**src/rtl/mem_stage_if.sv**
```systemverilog
// ---------------------------------------------------------------------------
// mem_stage_if
// Bundle of the signals between the MEM stage, the EXE/MEM pipeline register
// and the external 16-bit SRAM.
//
// Signals:
//   mem_read_in   load request from the EXE/MEM register
//   mem_write_in  store request from the EXE/MEM register
//   alu_res_in    32-bit byte address computed by EXE
//   val_rm_in     32-bit store data
//   sram_dq_in    16-bit read data returned by the SRAM
//   ready         0 = freeze the pipeline this cycle, 1 = pipeline may advance
//   mem_result    last completed load word
//   sram_addr     18-bit SRAM half-word address
//   sram_dq_out   16-bit SRAM write data
//   sram_we_n     SRAM write strobe, active low
//
// Modports:
//   slave   the MEM stage itself
//   master  the surroundings (pipeline register plus SRAM)
// ---------------------------------------------------------------------------
interface mem_stage_if;
    logic        mem_read_in;
    logic        mem_write_in;
    logic [31:0] alu_res_in;
    logic [31:0] val_rm_in;
    logic [15:0] sram_dq_in;
    logic        ready;
    logic [31:0] mem_result;
    logic [17:0] sram_addr;
    logic [15:0] sram_dq_out;
    logic        sram_we_n;

    modport slave (
        input  mem_read_in,
        input  mem_write_in,
        input  alu_res_in,
        input  val_rm_in,
        input  sram_dq_in,
        output ready,
        output mem_result,
        output sram_addr,
        output sram_dq_out,
        output sram_we_n
    );

    modport master (
        output mem_read_in,
        output mem_write_in,
        output alu_res_in,
        output val_rm_in,
        output sram_dq_in,
        input  ready,
        input  mem_result,
        input  sram_addr,
        input  sram_dq_out,
        input  sram_we_n
    );
endinterface

```
**src/rtl/mem_stage.sv**
```systemverilog
// ---------------------------------------------------------------------------
// mem_stage
// MEM pipeline stage driving a 16-bit external SRAM. A 32-bit access is split
// into a low half-word phase (LO) and a high half-word phase (HI), each held
// for WAIT_CYCLES+1 cycles. The pipeline is frozen (ready=0) from the cycle
// the request is seen until the end of HI, then released for one DONE cycle.
//
// Parameters:
//   BASE_ADDR    byte address subtracted from alu_res_in before mapping
//   WAIT_CYCLES  extra cycles each half-word phase is held
//
// Ports:
//   clk   single clock, rising edge
//   rst   synchronous active-high reset
//   bus   mem_stage_if.slave (pipeline request side plus SRAM pins)
// ---------------------------------------------------------------------------
module mem_stage #(
    parameter int BASE_ADDR   = 1024,
    parameter int WAIT_CYCLES = 1
) (
    input  logic       clk,
    input  logic       rst,
    mem_stage_if.slave bus
);

    // The counter must hold 0..WAIT_CYCLES; keep at least one bit so the
    // WAIT_CYCLES=0 case still elaborates.
    localparam int CW = (WAIT_CYCLES < 1) ? 1 : $clog2(WAIT_CYCLES + 1);

    typedef enum logic [1:0] {
        IDLE,
        LO,
        HI,
        DONE
    } state_t;

    state_t        state;
    logic [CW-1:0] cnt;
    logic [16:0]   word;
    logic [31:0]   data;
    logic          is_write;

    logic [17:0]   addr_q;
    logic [15:0]   dq_q;
    logic          we_n_q;
    logic [31:0]   result_q;

    logic          request;
    logic [31:0]   offset;
    logic [16:0]   word_next;
    logic          phase_last;

    assign request    = bus.mem_read_in | bus.mem_write_in;
    assign offset     = bus.alu_res_in - 32'(BASE_ADDR);
    // Word index wraps modulo 2^17 so it always fits the 18-bit half-word bus.
    assign word_next  = 17'(offset >> 2);
    assign phase_last = (cnt == CW'(WAIT_CYCLES));

    // ready is the only output decoded from state: the freeze has to begin in
    // the very cycle the request shows up, before any register could react.
    assign bus.ready       = (state == DONE) || ((state == IDLE) && !request);
    assign bus.mem_result  = result_q;
    assign bus.sram_addr   = addr_q;
    assign bus.sram_dq_out = dq_q;
    assign bus.sram_we_n   = we_n_q;

    // SRAM pins are loaded on the edge that enters each phase, so they are
    // valid for every cycle of LO/HI and simply hold through DONE and IDLE.
    // Read halves are captured on the edge that ends each phase, i.e. after
    // the SRAM has seen a stable address for the whole phase.
    always_ff @(posedge clk) begin
        if (rst) begin
            state    <= IDLE;
            cnt      <= '0;
            word     <= '0;
            data     <= '0;
            is_write <= 1'b0;
            addr_q   <= '0;
            dq_q     <= '0;
            we_n_q   <= 1'b1;
            result_q <= '0;
        end else begin
            case (state)
                IDLE: begin
                    if (request) begin
                        is_write <= bus.mem_write_in;
                        word     <= word_next;
                        data     <= bus.val_rm_in;
                        cnt      <= '0;
                        addr_q   <= {word_next, 1'b0};
                        dq_q     <= bus.val_rm_in[15:0];
                        we_n_q   <= ~bus.mem_write_in;
                        state    <= LO;
                    end
                end
                LO: begin
                    if (phase_last) begin
                        cnt    <= '0;
                        addr_q <= {word, 1'b1};
                        dq_q   <= data[31:16];
                        state  <= HI;
                        if (!is_write) begin
                            result_q[15:0] <= bus.sram_dq_in;
                        end
                    end else begin
                        cnt <= cnt + CW'(1);
                    end
                end
                HI: begin
                    if (phase_last) begin
                        cnt    <= '0;
                        we_n_q <= 1'b1;
                        state  <= DONE;
                        if (!is_write) begin
                            result_q[31:16] <= bus.sram_dq_in;
                        end
                    end else begin
                        cnt <= cnt + CW'(1);
                    end
                end
                DONE: begin
                    state <= IDLE;
                end
                default: begin
                    state <= IDLE;
                end
            endcase
        end
    end

endmodule

```
**src/flat_wrapper.sv**
```systemverilog
// flat-port wrapper written by rule: the top's interface ports become plain ports
module mem_stage_flat 
#(
    parameter int BASE_ADDR   = 1024,
    parameter int WAIT_CYCLES = 1
)
  (clk, rst, bus_mem_read_in, bus_mem_write_in, bus_alu_res_in, bus_val_rm_in, bus_sram_dq_in, bus_ready, bus_mem_result, bus_sram_addr, bus_sram_dq_out, bus_sram_we_n);
  mem_stage_if bus_i ();
  input  logic clk;
  input  logic rst;
  input wire logic [$bits(bus_i.mem_read_in)-1:0] bus_mem_read_in;
  input wire logic [$bits(bus_i.mem_write_in)-1:0] bus_mem_write_in;
  input wire logic [$bits(bus_i.alu_res_in)-1:0] bus_alu_res_in;
  input wire logic [$bits(bus_i.val_rm_in)-1:0] bus_val_rm_in;
  input wire logic [$bits(bus_i.sram_dq_in)-1:0] bus_sram_dq_in;
  output wire logic [$bits(bus_i.ready)-1:0] bus_ready;
  output wire logic [$bits(bus_i.mem_result)-1:0] bus_mem_result;
  output wire logic [$bits(bus_i.sram_addr)-1:0] bus_sram_addr;
  output wire logic [$bits(bus_i.sram_dq_out)-1:0] bus_sram_dq_out;
  output wire logic [$bits(bus_i.sram_we_n)-1:0] bus_sram_we_n;
  assign bus_i.mem_read_in = bus_mem_read_in;
  assign bus_i.mem_write_in = bus_mem_write_in;
  assign bus_i.alu_res_in = bus_alu_res_in;
  assign bus_i.val_rm_in = bus_val_rm_in;
  assign bus_i.sram_dq_in = bus_sram_dq_in;
  assign bus_ready = bus_i.ready;
  assign bus_mem_result = bus_i.mem_result;
  assign bus_sram_addr = bus_i.sram_addr;
  assign bus_sram_dq_out = bus_i.sram_dq_out;
  assign bus_sram_we_n = bus_i.sram_we_n;
  mem_stage #(.BASE_ADDR(BASE_ADDR), .WAIT_CYCLES(WAIT_CYCLES)) u_core (.clk(clk), .rst(rst), .bus(bus_i));
endmodule
```
**config.mk**
```make
export PLATFORM = sky130hd
export DESIGN_NAME = mem_stage_flat
export DESIGN_NICKNAME = d
export VERILOG_FILES = /design/src/rtl/mem_stage_if.sv /design/src/rtl/mem_stage.sv /design/src/flat_wrapper.sv
export SDC_FILE = /design/constraint.sdc
export NUM_CORES = 1
export LEC_CHECK = 0
export CAP_MARGIN = 10
export CORE_ASPECT_RATIO = 1.4
export CORE_MARGIN = 1
export CORE_UTILIZATION = 50
export CTS_BUF_LIST = sky130_fd_sc_hd__clkbuf_4
export DETAILED_ROUTE_END_ITERATION = 10
export PLACE_DENSITY = 0.93
export RECOVER_POWER = 25
export SETUP_SLACK_MARGIN = 0.5
export SYNTH_ARGS = -nofsm -noshare
export SYNTH_HDL_FRONTEND = slang
export SYNTH_SLANG_ARGS = --single-unit
```
**constraint.sdc**
```tcl
create_clock -name clk -period 2.85 [get_ports clk]
set_input_delay 0.57 -clock clk [delete_from_list [all_inputs] [get_ports clk]]
set_output_delay 0.57 -clock clk [all_outputs]
set_load 0.02 [all_outputs]
```
**Yosys cells after proc, flatten, opt, wreduce, memory -nomap -nowiden**

Cells that the tools add are included.

- Register bits: 120
- Output and inout bits: 68
- Word-level logic and storage cells: 52
- Bits of input ports: 84

- Reductions and logical operators: 15
- Bitwise logic cells: 3
- Mux-type cells: 16
- Equality and inequality tests: 6
- Add/subtract/negate cells: 2

Operators by type and width:

| cell | number |
|---|---|
| 18-bit 2-to-1 mux | 2 |
| 18-bit case mux with 2 select lines | 1 |
| 16-bit 2-to-1 mux | 2 |
| 16-bit case mux with 2 select lines | 1 |
| 19-bit by 11-bit subtractor with 19-bit output (second input constant) | 1 |
| 3-bit AND reduction | 5 |
| 2-bit case mux with 4 select lines | 1 |
| 2-bit 2-to-1 mux | 3 |
| 2-bit by 1-bit != test with 1-bit output (second input constant) | 3 |
| 2-bit nonzero test | 3 |
| 2-bit equality test (second input constant) | 2 |
| 1-bit 2-to-1 mux | 4 |
| 1-bit case mux with 2 select lines | 2 |
| 2-bit AND reduction | 2 |
| 2-bit by 1-bit equality test with 1-bit output (second input constant) | 1 |
| 2-bit zero test | 1 |
| 1-bit inverter | 2 |
| 2-bit OR reduction | 1 |
| 1-bit adder (second input constant) | 1 |
| 1-bit logical AND | 1 |
| 1-bit zero test | 1 |
| 1-bit logical OR | 1 |
| 1-bit bitwise OR | 1 |

**Logic depth before layout (Yosys ltp)**

Gate-level depths: netlist (run 1).

- Depth in word-level cells: 4
- Mapped depth: 8
- Depth with buffers taken out: 6

**Least setup slack after synthesis (run 1)**

Ideal clock, no wire load.

- Path kind: flip-flop to output port
- From: register u_core.state[0]
- To: output port bus_ready
- Path slack: 0.962 ns
- Required time: 2.280 ns
- Path buffers: 1
- Data arrival time: 1.318 ns
- Cell stages (with the launch flop): 6
- Cells stage by stage: dfxtp_1 -> inv_1 -> ha_1 -> or3b_1 -> buf_2 -> nand2b_1

- Longest elaborated chain between the ends: 3
- Elaborated cells between the ends (all ways): 4

Ends and longest elaborated chain:

| element | RTL line | RTL |
|---|---|---|
| start, declared | mem_stage.sv:37 | `state_t state;` |
| start signal, assigned | mem_stage.sv:73 | `state <= IDLE;` |
| start signal, assigned | mem_stage.sv:93 | `state <= LO;` |
| start signal, assigned | mem_stage.sv:101 | `state <= HI;` |
| 2-bit zero test | mem_stage.sv:61 | `assign bus.ready = (state == DONE) \|\| ((state == IDLE) && !request);` |
| 1-bit logical AND | mem_stage.sv:61 |  |
| 1-bit logical OR * | mem_stage.sv:61 |  |
| end, declared | flat_wrapper.sv:16 | `output wire logic [$bits(bus_i.ready)-1:0] bus_ready;` |

Every way passes the cells marked *; elsewhere a longest branch is shown, timed or not.

**Worst setup path after layout (run 1)**

- From: input port bus_mem_write_in
- To: output port bus_ready

- Longest elaborated chain between the ends: 4

Ends and longest elaborated chain:

| element | RTL line | RTL |
|---|---|---|
| start, declared | flat_wrapper.sv:12 | `input wire logic [$bits(bus_i.mem_write_in)-1:0] bus_mem_write_in;` |
| 1-bit bitwise OR | mem_stage.sv:53 | `assign request = bus.mem_read_in \| bus.mem_write_in;` |
| 1-bit zero test | mem_stage.sv:61 |  |
| 1-bit logical AND | mem_stage.sv:61 |  |
| 1-bit logical OR | mem_stage.sv:61 |  |

No other way between the ends.

==> impl_metrics.csv, run 1 <==
group,metric,value,unit
run_status,outcome,"finished clean",
cells_and_area,syn_to_final_growth,34.8,%
grt,grt_max_degree,47,
grt,grt_pass1_wl,17.7,mm
clocking,cts_buffers,9,
route,wl_per_cell,14.6,um
cells_and_area,layout.nets,721,
sta,period_minus_slack,2340,ps
power,max-vdd-ir-drop,0.664,mV
logic_synthesis,synth_nets,598,
sta,fmax,427,MHz
critical_path,cp_data_arrival_time,1770,ps
grt,grt_pass1_vias,3853,
sta,hold_viol,0,
die,dieArea,8920,um^2
logic_synthesis,async_reset_ff_share,0,%
clocking,cts_root_buf,"clkbuf_4",
sta,final_max_slew_viol_count,0,
die,ios,152,
grt,grt_util_all_layers,25.3,%
clocking,clock_sinks,104,
critical_path,ff2ff_setup_slack,540,ps
critical_path,rr_startpoint,"u_core.state[1]$_SDFFE_PP0P_",
route,drt_iter0_markers,243,
logic_synthesis,yosysTopAreaCellShare,48.7,%
critical_path,r2r_cells,7,
sta,tns,0,ps
sta,finalSetupViolCount,0,
route,antenna_left,0,
critical_path,setup.worst_path.start,"bus_mem_write_in",
logic_synthesis,synth_most_common_cell,"nand2_1",
sta,finClkSkew,11.5,ps
critical_path,cp-end-kind,"output port",
critical_path,startpoint_type,"primary input",
cells_and_area,drive_above_1_share,4.72,%
die,die_h,111,um
sta,post-route-period-util,82.2,%
critical_path,reg2reg_to,"u_core.bus.sram_dq_out[7]$_SDFFE_PP0P_",
logic_synthesis,synthTopCellsByArea,"dfxtp_1 49%, nand2_1 12%, a21oi_1 7.8%",
clocking,clkLatencyLatePin,440,ps
hold_path,hp-class,"reg -> reg",
placement,finalWeightedCongestion,0.829,
critical_path,crit_path_end,"bus_ready",
sta,grt_setup_unrepaired,"false",
job,maxCapViolations,0,
logic_synthesis,ys_top_cells_by_count,"133 x nand2_1, 104 x dfxtp_1, 67 x a21oi_1, 38 x nor2_1, 28 x a211oi_1",
logic_synthesis,syn_area_per_cell,8.41,um^2
die,std_cell_rows,39,
logic_synthesis,ys_ff_latch,104,
logic_synthesis,synth_enable_flop_cells,0,
placement,dp_hpwl,7.78,mm
route,avgViaCountPerCell,5.34,
route,vias,3941,
logic_synthesis,ys_seq_area_share,48.7,%
logic_synthesis,synthFlopType,"dfxtp_1",
route,drc,0,
clocking,cts_max_level,3,
critical_path,critPathKind,"in -> out",
power,static-leakage-power,0.00208,uW
clocking,clkTransAtPathRegs,130,ps
grt,antenna_found_initial,1,
grt,overflow,0,
power,p_per_area,949,nW/um^2
route,dr.pass1.iters,4,
die,core-area,8250,um^2
clocking,cts_buffer_depth,2,
die,die_x,80.1,um
sta,max_slew_margin,22.2,%
critical_path,crit_fanout,2,
placement,numPortBuffers,136,
cells_and_area,num-fill-cells,654,
logic_synthesis,synth_cell_type_count,43,
logic_synthesis,synthCells,508,
clocking,cts_tree,"built",
route,wl,10.8,mm
sta,worst_pin_slew,1170,ps
logic_synthesis,synth_area,4270,um^2
logic_synthesis,synth_top_cell_by_area,"dfxtp_1",
critical_path,critPathRequiredTime,2280,ps
sta,holdWs,463,ps
logic_synthesis,synth_warnings,0,
die,start_util,51.8,%
hold_path,min-delay-start,"u_core.bus.mem_result[27]$_SDFFE_PP0P_",
## cells by family (layout without fill, tap and decap cells)
logic type / count (synthesis) / count (layout) / synth area share (%)
AND/OR/NAND/NOR: 199 / 199 / 19.4
AO/OA/AOI/OAI: 123 / 123 / 17.4
flip-flops: 104 / 104 / 48.7
buffers and inverters: 44 / 171 / 5.42
multiplexers: 26 / 26 / 6.09
adder cells (fa/ha/maj): 6 / 6 / 1.76
XOR/XNOR: 6 / 6 / 1.23
other: 0 / 1 / 0
## worst min-delay path by stage
stage	end	slack, ps	cells past startpoint
after detailed placement	u_core.bus.mem_result[11]$_SDFFE_PP0P_	450	2
after global placement	u_core.bus.sram_addr[12]$_SDFFE_PP0P_	440	2
after floorplan	u_core.is_write$_SDFFE_PP0P_	430	2
after CTS	u_core.bus.mem_result[11]$_SDFFE_PP0P_	470	2
final	u_core.bus.mem_result[27]$_SDFFE_PP0P_	460	2
after global routing	u_core.data[23]$_SDFFE_PP0P_	490	2
## critical path: stages
cell,delay (ps)
dlygate4sd3_1,550
or3b_1,400
nand2b_1,110
buf_4,150
## per-stage QoR
step / instance area [um^2] / worst slack [ps] / std cells / util (%) / total power, uW
floorplan: 4270 / 962 / 508 / - / 3930
global placement: 5660 / 162 / 720 / 68.6 / 4730
detailed placement: 5660 / 159 / 720 / 68.6 / 4860
CTS: 5770 / 516 / 735 / 70.0 / 5520
global route: 5760 / 277 / 738 / 69.9 / 5860
finish: 5760 / 506 / 738 / 69.9 / 5470
## sequential cells by signal, indices dropped and copies added, names as in the netlist
register and flops:
u_core.bus.mem_result 32, u_core.state 2, u_core.data 16, u_core.bus.sram_addr 18
u_core.is_write 1, u_core.bus.sram_we_n 1, u_core.word 17, u_core.cnt 1
u_core.bus.sram_dq_out 16
## power breakdown
group          leakage [uW]  switching, uW  internal, uW
Combinational       0.00116           1560          1180
Clock             0.0000630            427           211
Sequential         0.000853            221          1870
## per-layer routing
metal	wire length [um]	part of all wire (%)	vias up	track usage, %
met5	0	0	-	0
met4	353	3.3	0	14.8
met3	468	4.3	27	2.62
met2	5650	52	111	43.6
met1	4320	40	1845	29.8
li1	-	-	1958	-
## final cells by class
| type | instances | area (um^2) | share of cell area, % |
|---|---|---|---|
| sequential | 104 | 2080 | 36.1 |
| multi-input combinational | 360 | 1970 | 34.2 |
| timing repair buffer | 149 | 1450 | 25.1 |
| tap | 102 | 128 | 2.21 |
| clock buffer | 13 | 97.6 | 1.69 |
| inverter | 7 | 26.3 | 0.456 |
| clock inverter | 2 | 7.51 | 0.130 |
| antenna | 1 | 2.50 | 0.0434 |
## what timing repair did
item | 4_1_cts | 5_1_grt
gates resized for setup | 8 | 3
hold buffers | 0 | 0
setup buffers | 0 | 2
hold endpoints to repair | 0 | 0
setup endpoints to repair | 1 | 1
## placed cells by master, fill, tap and decap left out, types with 2 or more instances in the layout
master	synthesis	routed
dlygate4sd3_1	0	2
nor3_2	2	2
xnor2_1	2	2
a211oi_1	28	29
clkbuf_1	13	5
buf_4	1	9
a31oi_1	2	2
clkdlybuf4s50_1	0	132
o211ai_1	3	3
nand2b_1	4	4
nor2b_1	3	3
o21ai_0	10	11
dfxtp_1	104	104
and2_0	0	2
clkbuf_4	0	13
clkinv_1	1	3
a21oi_1	67	67
o41ai_1	2	2
mux2i_1	26	26
nand2_1	133	133
ha_1	6	5
and3_1	2	2
inv_1	6	5
nor2_1	38	38
nor3_1	5	5
o21a_1	2	2
xor2_1	4	4
nand3_1	3	3
Power figures use the tool's default switching activity.
==> run 2, diff against run 1 <==
Settings changed: CORE_UTILIZATION 50 to 46, PLACE_DENSITY 0.93 to 0.87.
Clock period 2.85 ns to 2.3 ns, I/O delays scaled along.
==> run 2 against run 1 <==
Die area rose by 8.5%. Clock skew barely moved. Register-to-register slack got worse by 250 ps. Setup slack got worse by 320 ps. Cell count rose by 3.7%. Critical path depth rose by 1. Sequential share of layout area fell by 2.5 points. Largest power group unchanged. Non-clock buffer count rose by 23. Global-route usage fell by 2.7 points.
==> impl_metrics.csv, run 2 (synthesis gave the netlist of run 1 again) <==
group,metric,value,unit
route,dr.pass1.iters,4,
cells_and_area,mostFrequentLayoutCell,"nand2_1",
route,wl,11.7,mm
grt,grt_pass1_vias,3875,
job,maxCapViolations,0,
route,vias,4078,
clocking,cts_hold_buf,0,
critical_path,reg2reg_to,"u_core.data[22]$_SDFFE_PP0P_",
hold_path,min-delay-start,"rst",
die,dieArea,9680,um^2
clocking,cts_root_buf,"clkbuf_4",
sta,fmax,473,MHz
critical_path,cp-end-kind,"output port",
placement,finalWeightedCongestion,0.798,
route,drt_iter0_markers,167,
sta,period_minus_slack,2110,ps
critical_path,r2r_cells,7,
power,static-leakage-power,0.00258,uW
critical_path,setup.worst_path.start,"u_core.state[1]$_SDFFE_PP0P_",
die,die_h,116,um
critical_path,critPathKind,"reg -> out",
sta,post-route-period-util,91.9,%
die,std_cell_rows,41,
clocking,clock_sinks,104,
grt,grt_max_degree,72,
placement,numPortBuffers,136,
sta,finClkSkew,11.7,ps
cells_and_area,drive_above_1_share,12.5,%
cells_and_area,largest_reg_flops,32,
sta,max_slew_margin,40.7,%
die,ios,152,
sta,worst_pin_slew,889,ps
cells_and_area,fin_cells,765,
clocking,cts_max_level,3,
critical_path,ff2ff_setup_slack,290,ps
die,core-area,9030,um^2
run_status,outcome,"finished clean",
critical_path,cp_data_arrival_time,1650,ps
sta,final_max_slew_viol_count,0,
hold_path,hold_path_end,"u_core.state[1]$_SDFFE_PP0P_",
sta,hold_viol,0,
die,start_util,47.3,%
grt,overflow,0,
critical_path,worstPathCellList,"inv_1 -> ha_4 -> or3b_4 -> nand2b_1 -> buf_6",
placement,dp_hpwl,7.68,mm
cells_and_area,final_cell_mix,"131 x nand2_1, 104 x dfxtp_1, 67 x a21oi_1, 67 x clkdlybuf4s50_1, 67 x dlygate4sd2_1",
cells_and_area,syn_to_final_growth,44.9,%
critical_path,startpoint_type,"register",
route,drc,0,
critical_path,crit_fanout,2,
grt,antenna_found_initial,0,
critical_path,rr_startpoint,"u_core.state[0]$_SDFFE_PP0P_",
route,antenna_left,0,
cells_and_area,layout.nets,744,
die,die_x,83.5,um
clocking,cts_buffers,9,
clocking,cts_buffer_depth,2,
clocking,cts_tree,"built",
cells_and_area,fin_area,6190,um^2
power,p_per_area,1260,nW/um^2
critical_path,critPathSlowestCell,"or3b_4",
route,avgViaCountPerCell,5.33,
route,wl_per_cell,15.4,um
power,max-vdd-ir-drop,0.808,mV
placement,dp.cells,731,
grt,grt_pass1_wl,17.5,mm
sta,grt_setup_unrepaired,"true",
critical_path,critPathMaxStageDelay,390,ps
sta,finalSetupViolCount,0,
placement,place_area,5720,um^2
hold_path,hp-class,"in -> reg",
critical_path,critPathRequiredTime,1840,ps
clocking,clkTransAtPathRegs,130,ps
clocking,clkLatencyLatePin,460,ps
cells_and_area,antenna_cells,0,
grt,grt_util_all_layers,22.6,%
hold_path,whs_path_depth,2,
-- run 2: final cells by class --
type	count	area [um^2]
clock buffers	13	97.6
clock inverters	2	7.51
fillers	752	2840
inverters	7	28.8
multi-input cells	360	2140
flip-flops and latches	104	2080
well taps	107	134
repair buffers	172	1700
-- run 2: worst max-delay path by stage --
stage,to,slack [ps],cells past startpoint
3_5_place_dp,bus_ready,-170,4
6_report,bus_ready,190,5
3_3_place_gp,bus_ready,-170,4
4_1_cts,bus_ready,210,5
5_1_grt,u_core.word[6]$_SDFFE_PP0P_,110,7
2_1_floorplan,bus_ready,520,5
-- run 2: critical path: cells and delay by family, from the launching register on --
kind | cells | cell delay [ps]
adders and majority gates | 1 | 150
buffers and inverters | 2 | 230
DFF | 1 | 340
and+or+nand+nor | 2 | 490
-- run 2: metal layers --
layer	vias to the layer above	global-route usage (%)	wire length (um)
met5	-	0	0
met3	25	5.20	620
met4	0	10.7	332
li1	2009	-	-
met2	122	42.0	6190
met1	1922	24.2	4600
-- run 2: per-stage QoR --
step	power, uW	util (%)	hold slack (ps)	setup WS [ps]	setup TNS [ps]
floorplan	4860	-	432	522	0
global placement	6020	63.4	441	-167	-167
detailed placement	6160	63.4	446	-174	-174
CTS	6840	64.3	369	212	0
global route	8260	68.6	385	114	0
finish	7780	68.6	399	187	0
-- run 2: power by group --
group	total, uW	switching, uW	internal [uW]
sequential	2590	275	2320
combinational	4390	2370	2020
clock	807	547	261
total	7780	3190	4590
-- run 2: what timing repair did --
item                       in CTS  in global routing
setup endpoints to repair     117                 37
cloned                          0                  5
gates resized for setup        86                 40
buffers inserted                4                 10
pin swaps                       0                  2
==> run 3, diff against run 2 <==
Settings changed: CORE_UTILIZATION 46 to 42, PLACE_DENSITY 0.87 to 0.84, SLEW_MARGIN set to 20.
Clock period 2.3 ns to 1.85 ns, I/O delays scaled along.
==> run 3 against run 2 <==
The run now ends with negative setup slack left. Critical endpoint is now u_core.bus.sram_addr[13]$_SDFFE_PP0P_. Clock power rose by 50%. Critical path type is now reg -> reg. Global-route usage increased by 7.0 points. Cell area increased by 40%. Total power grew 98%. Clock skew rose by 15 ps. Clock-buffer cell count fell by 4. Critical path depth rose by 8.
==> impl_metrics.csv, run 3 (synthesis gave the netlist of run 1 again) <==
group,metric,value,unit
cells_and_area,largest_reg_flops,32,
clocking,cts_buffer_depth,2,
cells_and_area,drive_above_1_share,62.1,%
critical_path,ff2ff_setup_slack,-180,ps
die,die_x,87.2,um
route,antenna_left,0,
sta,post-route-period-util,110,%
route,dr.pass1.iters,5,
cells_and_area,mostFrequentLayoutCell,"buf_6",
sta,worst_pin_slew,627,ps
critical_path,critPathKind,"reg -> reg",
clocking,clock_sinks,104,
route,drt_iter0_markers,388,
grt,grt_pass1_wl,23.8,mm
critical_path,startpoint_type,"register",
hold_path,hp-class,"in -> reg",
critical_path,path_common_cell,"buf_6",
die,start_util,43.2,%
grt,grt_util_all_layers,29.6,%
sta,tns,-2800,ps
power,max-vdd-ir-drop,1.08,mV
route,vias,5325,
die,std_cell_rows,43,
critical_path,worstPathCellList,"inv_4 -> buf_4 -> buf_6 -> ha_4 -> buf_12 -> nand2b_4 -> a21oi_4 -> buf_6 -> buf_6 -> buf_6 -> buf_16 -> o211ai_1 -> a21oi_1",
critical_path,crit_fanout,5,
placement,dp_hpwl,7.87,mm
die,core-area,9900,um^2
die,ios,152,
route,avgViaCountPerCell,5.93,
sta,final_max_slew_viol_count,0,
power,fin_total_pwr,15400,uW
critical_path,critPathRequiredTime,2290,ps
clocking,cts_hold_buf,0,
sta,max_slew_margin,57.8,%
grt,grt_pass1_vias,4741,
route,wl_met3,1.35,mm
cells_and_area,fin_cells,898,
job,maxCapViolations,0,
run_status,outcome,"finished, violations left",
critical_path,cpLargestDelayFamily,"buffers and inverters",
power,static-leakage-power,0.00364,uW
clocking,cts_max_level,3,
route,wl,21.9,mm
route,wl_met1,7.65,mm
grt,overflow,0,
placement,numPortBuffers,136,
cells_and_area,syn_to_final_growth,103,%
sta,grt_setup_unrepaired,"true",
sta,finClkSkew,26.8,ps
route,routed.top_layer,"met4",
sta,period_minus_slack,2030,ps
grt,grt_max_degree,70,
die,dieArea,10600,um^2
critical_path,cp-end-kind,"register",
power,p_per_area,1780,nW/um^2
clocking,cts_tree,"built",
clocking,clkTransAtPathRegs,170,ps
cells_and_area,final_cell_mix,"112 x buf_6, 68 x dfxtp_1, 65 x nand2_1, 65 x clkdlybuf4s50_1",
placement,finalWeightedCongestion,0.812,
clocking,clkLatencyLatePin,490,ps
critical_path,cp_num_buf_inv,8,
critical_path,cp_data_arrival_time,2470,ps
sta,finalSetupViolCount,34,
die,die_h,121,um
cells_and_area,final_util,87.8,%
cells_and_area,layout.nets,847,
sta,fmax,492,MHz
sta,hold_viol,0,
route,drc,0,
critical_path,critPathMaxStageDelay,370,ps
clocking,cts_root_buf,"clkbuf_4",
critical_path,critPathSlowestCell,"dfxtp_2",
sta,setup_slack,-184,ps
placement,dp.cells,773,
sta,holdWs,353,ps
clocking,cts_buffers,9,
grt,antenna_found_initial,1,
route,route.met2.wl,11.3,mm
route,wl_per_cell,24.4,um
run_status,violations,"negative setup slack",
run 3: per-layer routing:
metal | track usage [%] | vias up
met4 | 17.2 | 0
met3 | 5.78 | 134
met2 | 52.6 | 363
met1 | 31.8 | 2606
li1 | - | 2222
met5 | 0 | -
run 3: where the power goes:
group / leakage (uW) / internal, uW / total, uW / switching, uW
Clock: 0.0000769 / 402 / 1210 / 806
Sequential: 0.000867 / 2960 / 3550 / 590
Combinational: 0.00270 / 5670 / 10700 / 5000
Total: 0.00364 / 9030 / 15400 / 6400
run 3: through the flow:
stage               setup WS [ps]  cell area (um^2)
detailed placement           -429              5930
finish                       -184              8690
floorplan                     333              4350
global placement             -426              5930
global route                 -285              8690
CTS                          -129              7450
run 3: area by class of cell:
cell class,count,area [um^2]
timing repair buffer,275,3140
multi-input combinational,360,3090
sequential,104,2130
fill,433,1210
tap,135,169
clock buffer,9,67.6
clock inverter,7,62.6
inverter,7,28.8
antenna,1,2.50
run 3: worst paths after layout:
path              depth (start not counted)                                  start                                    end
setup / recovery                         13           u_core.state[1]$_SDFFE_PP0P_  u_core.bus.sram_addr[13]$_SDFFE_PP0P_
setup reg to reg                         13           u_core.state[1]$_SDFFE_PP0P_  u_core.bus.sram_addr[13]$_SDFFE_PP0P_
hold reg to reg                           2  u_core.bus.sram_addr[10]$_SDFFE_PP0P_  u_core.bus.sram_addr[10]$_SDFFE_PP0P_
hold / removal                            2                     bus_alu_res_in[10]            u_core.word[8]$_SDFFE_PP0P_
run 3: what timing repair did:
item,4_1_cts,5_1_grt
gates resized for setup,635,214
setup buffers,47,40
endpoints found under the setup margin,167,168
gates cloned,14,7
pin swaps,53,47
